**src/rtl/dec_pkg.sv**
```systemverilog
// Shared types and helpers for decoder BIST sequencing: FSM states, widths and
// the golden one-hot pattern a 4-to-16 decoder must produce.
package dec_pkg;

  localparam int unsigned CodeW = 4;
  localparam int unsigned OutW  = 16;

  typedef enum logic [1:0] {
    StIdle,
    StSettle,
    StSample,
    StDone
  } state_e;

  function automatic logic [OutW-1:0] onehot_exp(logic [CodeW-1:0] code);
    logic [OutW-1:0] one;
    one = {{(OutW-1){1'b0}}, 1'b1};
    return one << code;
  endfunction

endpackage

```
**src/rtl/dec_bist_ctrl_if.sv**
```systemverilog
// Bundle between the BIST controller (master) and the decoder-under-test
// harness (slave): select code out, decoder outputs back, scan status/results.
interface dec_bist_ctrl_if;
  import dec_pkg::*;

  logic                 start;
  logic                 X;
  logic                 Y;
  logic                 Z;
  logic                 W;
  logic [OutW-1:0]      D;
  logic                 busy;
  logic                 done;
  logic                 pass;
  logic [OutW-1:0]      fault_map;
  logic [CodeW-1:0]     first_fail;
  logic [CodeW:0]       fail_count;

  modport master (
    input  start, D,
    output X, Y, Z, W, busy, done, pass, fault_map, first_fail, fail_count
  );

  modport slave (
    output start, D,
    input  X, Y, Z, W, busy, done, pass, fault_map, first_fail, fail_count
  );

endinterface

```
**src/rtl/dec_onehot_chk.sv**
```systemverilog
// Flags a decoder response that is not exactly the one-hot pattern for code.
module dec_onehot_chk
  import dec_pkg::*;
(
  input  logic [CodeW-1:0] code,
  input  logic [OutW-1:0]  D,
  output logic             err
);

  always_comb begin
    err = (D != onehot_exp(code));
  end

endmodule

```
**src/rtl/dec_bist_ctrl.sv**
```systemverilog
// Sequences all 16 select codes into an external 4-to-16 decoder, waits
// SETTLE_CYCLES per code, samples D and accumulates a per-code fault map.
module dec_bist_ctrl
  import dec_pkg::*;
#(
  parameter int unsigned SETTLE_CYCLES = 2
) (
  input  logic            clk,
  input  logic            rst,
  dec_bist_ctrl_if.master bus
);

  localparam logic [3:0]       SettleInit = 4'(SETTLE_CYCLES);
  localparam state_e           FirstSt    = (SETTLE_CYCLES == 0) ? StSample : StSettle;
  localparam logic [CodeW-1:0] LastCode   = {CodeW{1'b1}};

  state_e           state_q, state_d;
  logic [CodeW-1:0] code_q;
  logic [3:0]       cnt_q;
  logic [OutW-1:0]  fault_map_q;
  logic [CodeW-1:0] first_fail_q;
  logic [CodeW:0]   fail_count_q;
  logic             done_q;
  logic             pass_q;
  logic             err;
  logic             start_ok;

  dec_onehot_chk u_chk (
    .code (code_q),
    .D    (bus.D),
    .err  (err)
  );

  // start is only honoured when no scan is in flight.
  assign start_ok = bus.start && ((state_q == StIdle) || (state_q == StDone));

  always_ff @(posedge clk or posedge rst) begin
    if (rst) begin
      state_q <= StIdle;
    end else begin
      state_q <= state_d;
    end
  end

  always_comb begin
    state_d = state_q;
    case (state_q)
      StIdle, StDone: begin
        if (bus.start) state_d = FirstSt;
      end
      StSettle: begin
        if (cnt_q <= 4'd1) state_d = StSample;
      end
      StSample: begin
        state_d = (code_q == LastCode) ? StDone : FirstSt;
      end
      default: state_d = StIdle;
    endcase
  end

  always_ff @(posedge clk or posedge rst) begin
    if (rst) begin
      code_q       <= '0;
      cnt_q        <= '0;
      fault_map_q  <= '0;
      first_fail_q <= '0;
      fail_count_q <= '0;
      done_q       <= 1'b0;
      pass_q       <= 1'b0;
    end else begin
      case (state_q)
        StIdle, StDone: begin
          if (start_ok) begin
            code_q       <= '0;
            cnt_q        <= SettleInit;
            fault_map_q  <= '0;
            first_fail_q <= '0;
            fail_count_q <= '0;
            done_q       <= 1'b0;
            pass_q       <= 1'b0;
          end
        end
        StSettle: begin
          cnt_q <= cnt_q - 4'd1;
        end
        StSample: begin
          if (err) begin
            fault_map_q[code_q] <= 1'b1;
            fail_count_q        <= fail_count_q + 1'b1;
            if (fail_count_q == '0) first_fail_q <= code_q;
          end
          if (code_q != LastCode) begin
            code_q <= code_q + 1'b1;
            cnt_q  <= SettleInit;
          end else begin
            done_q <= 1'b1;
            // Fold in the final sample, whose count update lands on this same edge.
            pass_q <= (fail_count_q == '0) && !err;
          end
        end
        default: ;
      endcase
    end
  end

  always_comb begin
    bus.busy       = (state_q == StSettle) || (state_q == StSample);
    bus.X          = code_q[3];
    bus.Y          = code_q[2];
    bus.Z          = code_q[1];
    bus.W          = code_q[0];
    bus.done       = done_q;
    bus.pass       = pass_q;
    bus.fault_map  = fault_map_q;
    bus.first_fail = first_fail_q;
    bus.fail_count = fail_count_q;
  end

endmodule

```
**src/flat_wrapper.sv**
```systemverilog
// flat-port wrapper written by rule: the top's interface ports become plain ports
module dec_bist_ctrl_flat import dec_pkg::*;
#(
  parameter int unsigned SETTLE_CYCLES = 2
)
  (clk, rst, bus_start, bus_D, bus_X, bus_Y, bus_Z, bus_W, bus_busy, bus_done, bus_pass, bus_fault_map, bus_first_fail, bus_fail_count);
  dec_bist_ctrl_if bus_i ();
  input  logic clk;
  input  logic rst;
  input wire logic [$bits(bus_i.start)-1:0] bus_start;
  input wire logic [$bits(bus_i.D)-1:0] bus_D;
  output wire logic [$bits(bus_i.X)-1:0] bus_X;
  output wire logic [$bits(bus_i.Y)-1:0] bus_Y;
  output wire logic [$bits(bus_i.Z)-1:0] bus_Z;
  output wire logic [$bits(bus_i.W)-1:0] bus_W;
  output wire logic [$bits(bus_i.busy)-1:0] bus_busy;
  output wire logic [$bits(bus_i.done)-1:0] bus_done;
  output wire logic [$bits(bus_i.pass)-1:0] bus_pass;
  output wire logic [$bits(bus_i.fault_map)-1:0] bus_fault_map;
  output wire logic [$bits(bus_i.first_fail)-1:0] bus_first_fail;
  output wire logic [$bits(bus_i.fail_count)-1:0] bus_fail_count;
  assign bus_i.start = bus_start;
  assign bus_i.D = bus_D;
  assign bus_X = bus_i.X;
  assign bus_Y = bus_i.Y;
  assign bus_Z = bus_i.Z;
  assign bus_W = bus_i.W;
  assign bus_busy = bus_i.busy;
  assign bus_done = bus_i.done;
  assign bus_pass = bus_i.pass;
  assign bus_fault_map = bus_i.fault_map;
  assign bus_first_fail = bus_i.first_fail;
  assign bus_fail_count = bus_i.fail_count;
  dec_bist_ctrl #(.SETTLE_CYCLES(SETTLE_CYCLES)) u_core (.clk(clk), .rst(rst), .bus(bus_i));
endmodule
```
**config.mk**
```make
export PLATFORM = sky130hd
export DESIGN_NAME = dec_bist_ctrl_flat
export DESIGN_NICKNAME = d
export VERILOG_FILES = /design/src/rtl/dec_pkg.sv /design/src/rtl/dec_bist_ctrl_if.sv /design/src/rtl/dec_onehot_chk.sv /design/src/rtl/dec_bist_ctrl.sv /design/src/flat_wrapper.sv
export SDC_FILE = /design/constraint.sdc
export NUM_CORES = 1
export LEC_CHECK = 0
export CAP_MARGIN = 20
export CORE_MARGIN = 10
export CORE_UTILIZATION = 46
export CTS_CLUSTER_SIZE = 20
export DETAILED_ROUTE_END_ITERATION = 6
export PLACE_DENSITY = 0.82
export RECOVER_POWER = 100
export SYNTH_ARGS = -nofsm -noshare
export SYNTH_HDL_FRONTEND = slang
export SYNTH_HIERARCHICAL = 1
export SYNTH_SLANG_ARGS = --single-unit
```
**constraint.sdc**
```tcl
create_clock -name clk -period 2.5 [get_ports clk]
set_input_delay 0.625 -clock clk [delete_from_list [all_inputs] [get_ports clk]]
set_output_delay 0.625 -clock clk [all_outputs]
set_load 0.05 [all_outputs]
```
== Word level (Yosys, flattened, before mapping) ==
Cells that the tools add are included.
W data, S select, Z words.
Word-level totals
  bits in registers: 37
  input port bits: 19
  output and inout port bits: 32
  logic and storage cells: 71
Operators by class
  bitwise logic cells: 1
  shift-type cells: 1
  $add $sub $neg: 3
  reductions and logical operators: 16
  $lt $le $gt $ge: 3
  equal/unequal tests: 13
  multiplexer cells: 26
Operators with widths (count)
  $mux W16: 2
  $pmux W16 S2: 1
  $mux W4: 6
  $ne A16 B16 Y1: 1
  $or A16 B16 Y16: 1
  $pmux W4 S2: 2
  $shl A1 B4 Y16 const A: 1
  $pmux W4 S3: 1
  $mux W5: 2
  $ne A2 B1 Y1 const B: 5
  $pmux W5 S2: 1
  $reduce_and A3 Y1: 3
  $mux W2: 3
  $pmux W2 S3: 1
  $add A5 B1 Y5 const B: 1
  $logic_not A5 Y1: 1
  $lt A4 B5 Y1 const B: 1
  $add A4 B1 Y4 const B: 1
  $demux W1 S4: 1
  $eq A2 B2 Y1 const B: 2
  $eq A4 B4 Y1 const B: 1
  $ge A4 B1 Y1 const B: 1
  $le A4 B1 Y1 const B: 1
  $mux W1: 4
  13 further kinds: 19

== Logic depth before layout (Yosys ltp) ==
  word-level depth: 7
  mapped depth: 11
  depth with buffers taken out: 9

== Modules after synthesis ==
Netlist, hierarchy kept.
By module, submodules not included
  dec_bist_ctrl: times used 1, area an instance 1878.1 µm², cells an instance 184, sequential area each 925.9 µm²
  dec_onehot_chk: times used 1, area an instance 449.2 µm², cells an instance 62, sequential area each 0.0 µm²

== Worst setup path after synthesis ==
No wires, ideal clock.
  path type: reg2reg
  start: reg u_core.code_q[2]
  end: reg u_core.pass_q, in the netlist u_core/bus.pass
  period minus slack after synthesis: 2.707 ns
  library setup time: 0.078 ns
  setup slack: -0.207 ns
  data arrival time: 2.630 ns
  cell stages (with the launch flop): 11
  buffers on the path: 1
  data required time: 2.422 ns
  cell sequence: dfrtp_1 > buf_6 > nor3_1 > mux2_1 > o21a_1 > a211oi_2 > o2111ai_1 > and2b_1 > a21oi_1 > a21oi_1 > a21boi_1
Between the ends
  cells in the longest elaborated chain, start to end: 6
  elaborated cells between the ends (all ways): 9
  classes of those cells: eq/ne: 3; shift: 1; mux: 2; reduce/logical: 3
Ends and longest elaborated chain
  start: declaration: RTL line dec_bist_ctrl.sv:18  | logic [CodeW-1:0] code_q;
  start signal: assignment: RTL line dec_bist_ctrl.sv:93  | code_q <= code_q + 1'b1;
  $shl A1 B4 Y16: RTL line dec_pkg.sv:18  | return one << code;
  $ne A16 B16 Y1: RTL line dec_onehot_chk.sv:11  | err = (D != onehot_exp(code));
  via u_core.err: RTL line dec_bist_ctrl.sv:25  | logic err;
  $logic_not A1 Y1: RTL line dec_bist_ctrl.sv:98  | pass_q <= (fail_count_q == '0) && !err;
  $logic_and A1 B1 Y1: RTL line dec_bist_ctrl.sv:98
  $mux W1: RTL line dec_bist_ctrl.sv:92  | if (code_q != LastCode) begin
  $pmux W1 S2: RTL line dec_bist_ctrl.sv:71  | case (state_q)
  end signal: assignment: RTL line dec_bist_ctrl.sv:98
  end: declaration: RTL line dec_bist_ctrl.sv:24  | logic pass_q;
The timed path passes the listed nets, and every way through them passes these cells. The select of a mux whose other input is x is not followed.
A chain may end at the register's enable or synchronous reset.

== Final worst setup path ==
  start: reg u_core.code_q[1]
  end: reg u_core.fail_count_q[1], in the netlist u_core/bus.fail_count[1]
Between the ends
  cells in the longest elaborated chain, start to end: 4
Ends and longest elaborated chain
  $shl A1 B4 Y16: RTL line dec_pkg.sv:18
  $ne A16 B16 Y1: RTL line dec_onehot_chk.sv:11
  via u_core.err: RTL line dec_bist_ctrl.sv:25
  $ne A2 B1 Y1 (no line)
  $reduce_and A3 Y1 (no line)
  end signal: assignment: RTL line dec_bist_ctrl.sv:89  | fail_count_q <= fail_count_q + 1'b1;
  end: declaration: RTL line dec_bist_ctrl.sv:22  | logic [CodeW:0] fail_count_q;
The timed path passes the listed nets, and every way through them passes these cells.

==> qor.csv <==
metric,value,unit
final worst setup slack,-0.0702,ns
io pins,51,
R2R Setup Slk,-0.07,ns
Hold Path Class,reg2reg,
Clock Latency Late Sink,0.30,ns
first-pass GRT wire length,9980,microns
Synth area leader,dfrtp_1,
maximum VDD drop,0.857,mV
failing checks,negative setup slack,
asr flop ratio synth,1.00,
internal power,1600,uW
maximum clock insertion buffer count,2,
"Top FF cell, synth",dfrtp_1,
sw frac,0.449,
GP Congestion,0.834,
drt first pass iters,4,
vias in the first global route,2073,
hold depth,2,
Layout Utilization,0.711,
Final TNS setup,-0.781,ns
total CTS buffers,5,
Post-synth top cells,"dfrtp_1, nand2_1, o21ai_0, nor2_1",
"CP delay by family, top",simple AND/OR/NAND/NOR gates,
status,"finished, violations left",
Yosys top cell area share,0.398,
# fillers,359,
Max-cap violations,0,
TritonCTS sink count,37,
"most used cell, CP",nor3_4,
drt via density,5.51,
"Hold-fix buffers, CTS",0,
Routed WL,6810,microns
CTS tree,built,
Switching Power,1300,uW
Die ar.,8300,sq um
Placement Setup Slack,-0.497,ns
CP max FO,8,
die width,91.1,microns
initial antenna violation count,0,
Crit path buffers/inverters,2,
CP Class,reg2reg,
Initial Util,0.483,
reg2reg path depth,11,
Vias,2144,
post-DP HPWL,4380,microns
Post-synth EDFFs,0,
htree depth,2,
Yosys reg bits,37,
endpoints failing setup,20,
hold slack final,0.487,ns
register area,931,sq um
pin count of the biggest net entering global routing,38,
Die Ht,91.1,microns
Antenna Cells,0,
Pins Over Slew Limit,0,
Rows,25,
Residual DRC,0,
Post-DRT Antenna Nets,0,
crit-path cells,buf_6 -> nor3_4 -> mux2_4 -> o21a_1 -> a211oi_2 -> o2111ai_2 -> and2b_4 -> nor3_4 -> buf_12 -> nand3_1 -> o21ai_1,
P per Cell Area,846,nW/um^2
Clock power frac,0.177,
PortBufs,50,
layout cell share with drive strength beyond 1,0.273,
Final Skew,0.0108,ns
Synth area leaders,"dfrtp_1, ha_1, nand2_1",
Critical Path Max Stage Delay,0.47,ns
Fin. Hold Viols,0,
overall routing resource usage,0.143,
area grow syn2layout,47.2,%
Worst EP required,2.68,ns
clk slew on worst S/H paths,0.08,ns
worst-margin pin slew,0.887,ns
area of the multi-input gates,1480,sq um
Final Critical Period,2.57,ns
Final Cycle Share,1.03,
RSZ-0062 raised after global routing,true,
CTS root buf,clkbuf_8,
hold path start,u_core/bus.fault_map[7],
fmax,389,MHz
DRT iter0 DRCs,156,
"Max stage delay cell, worst path",dfrtp_2,
fin area,3420,sq um
Critical Path AT,2.75,ns
"Seq/Total Area, Yosys",0.398,
Syn Area/Cell,9.46,sq um
Comb power frac,0.553,
CP Launch Type,flop,
post-synth net total,276,
Synth Instances,246,
post-synth cell types,61,
worst reg2reg startpoint,u_core/code_q[1],
final net count,351,
Avg WL per Cell,17.5,microns
"count leader, synth",dfrtp_1,
Slew HR,0.409,
P_leak,0.00146,uW
Ys Warns,6,
critical path capture point type,flop,
Placed Area,2950,sq um
Congestion Overflow GR,0,
total core area,4820,sq um
Hold EP,u_core/bus.fault_map[7],
Reg power frac,0.270,
Syn Std Cell Area,2330,sq um
Crit Reg-Reg Endpoint,u_core/bus.fail_count[1],
-- cells by family after synthesis --
| group | count (synthesis) | synth area share |
|---|---|---|
| simple gates | 100 | 0.269 |
| xor+xnor | 4 | 0.0151 |
| mux | 4 | 0.0177 |
| buf+inv | 24 | 0.0650 |
| fa+ha+maj | 11 | 0.0591 |
| flops | 37 | 0.398 |
| compound gates | 66 | 0.176 |
-- worst max path at each step --
stage                          start                       end  depth (start not counted)
floorplan           u_core/code_q[2]           u_core/bus.pass                         10
global placement            bus_D[2]  u_core/bus.fault_map[15]                          9
detailed placement         bus_D[15]  u_core/bus.fault_map[15]                         10
CTS                 u_core/code_q[2]  u_core/bus.fault_map[13]                         11
global route        u_core/code_q[1]  u_core/bus.fail_count[1]                         12
finish              u_core/code_q[1]  u_core/bus.fail_count[1]                         11
-- power groups by stage --
stage / combinational, uW / clock (uW) / sequential (uW)
3_3_place_gp: 1330 / 0 / 779
4_1_cts: 1470 / 519 / 774
3_5_place_dp: 1350 / 0 / 783
5_1_grt: 1730 / 541 / 794
6_report: 1600 / 513 / 781
2_1_floorplan: 880 / 0 / 912
-- what timing repair did --
item,in CTS,in global routing
setup endpoints to repair,26,25
pin swaps,16,19
setup buffers,5,6
gates resized for setup,32,39
-- worst register-to-register path: stages (launching register included) --
cell       delay [ns]
dfrtp_2          0.47
buf_6            0.14
nor3_4           0.23
mux2_4           0.32
o21a_1           0.18
a211oi_2         0.17
o2111ai_2        0.16
and2b_4          0.37
nor3_4           0.06
buf_12           0.19
nand3_1          0.08
o21ai_1          0.08
-- per-stage QoR --
step | instances | total power, uW
floorplan | 246 | 1790
global placement | 370 | 2110
detailed placement | 370 | 2140
CTS | 383 | 2760
global route | 389 | 3060
finish | 389 | 2900
-- metal layers --
| metal | share of wire | GRT usage | wire (microns) |
|---|---|---|---|
| met5 | 0 | 0 | 0 |
| met4 | 0.0078 | 0.0392 | 53 |
| met3 | 0.071 | 0.0444 | 485 |
| met2 | 0.51 | 0.248 | 3460 |
| met1 | 0.41 | 0.168 | 2810 |
-- state kept, by name (all words and copies together) (netlist names) --
name                   flops
u_core/bus.fault_map      16
u_core/bus.fail_count      5
u_core/bus.first_fail      4
u_core/cnt_q               4
u_core/code_q              4
u_core/state_q             2
u_core/bus.done            1
u_core/bus.pass            1
-- layout make-up --
| cell class | count | area share |
|---|---|---|
| multi-input combinational | 185 | 0.433 |
| clock buffer | 6 | 0.0212 |
| sequential | 37 | 0.272 |
| tap | 67 | 0.0245 |
| timing repair buffer | 81 | 0.227 |
| inverter | 11 | 0.0121 |
| clock inverter | 2 | 0.0102 |
-- cell usage in the layout (no fill, tap or decap), types with 3 or more instances in the layout --
cell type        count
inv_1               11
nor4b_2              3
mux2i_1              3
buf_6                6
a22o_1               4
o31ai_1              3
nor2b_1              5
nor2_1              17
buf_4               21
clkbuf_8             5
nor3_4               3
a21oi_1              8
ha_1                11
dfrtp_2              4
dlymetal6s2s_1       3
nand3_1              7
nand4b_1             4
clkdlybuf4s50_1     38
o21ai_0             14
xnor2_1              3
o21ai_1             10
nand2_1             27
a31oi_1              3
o21ai_2              8
dfrtp_1             33
dlygate4sd2_1        5
Power figures use the tool's default switching activity.
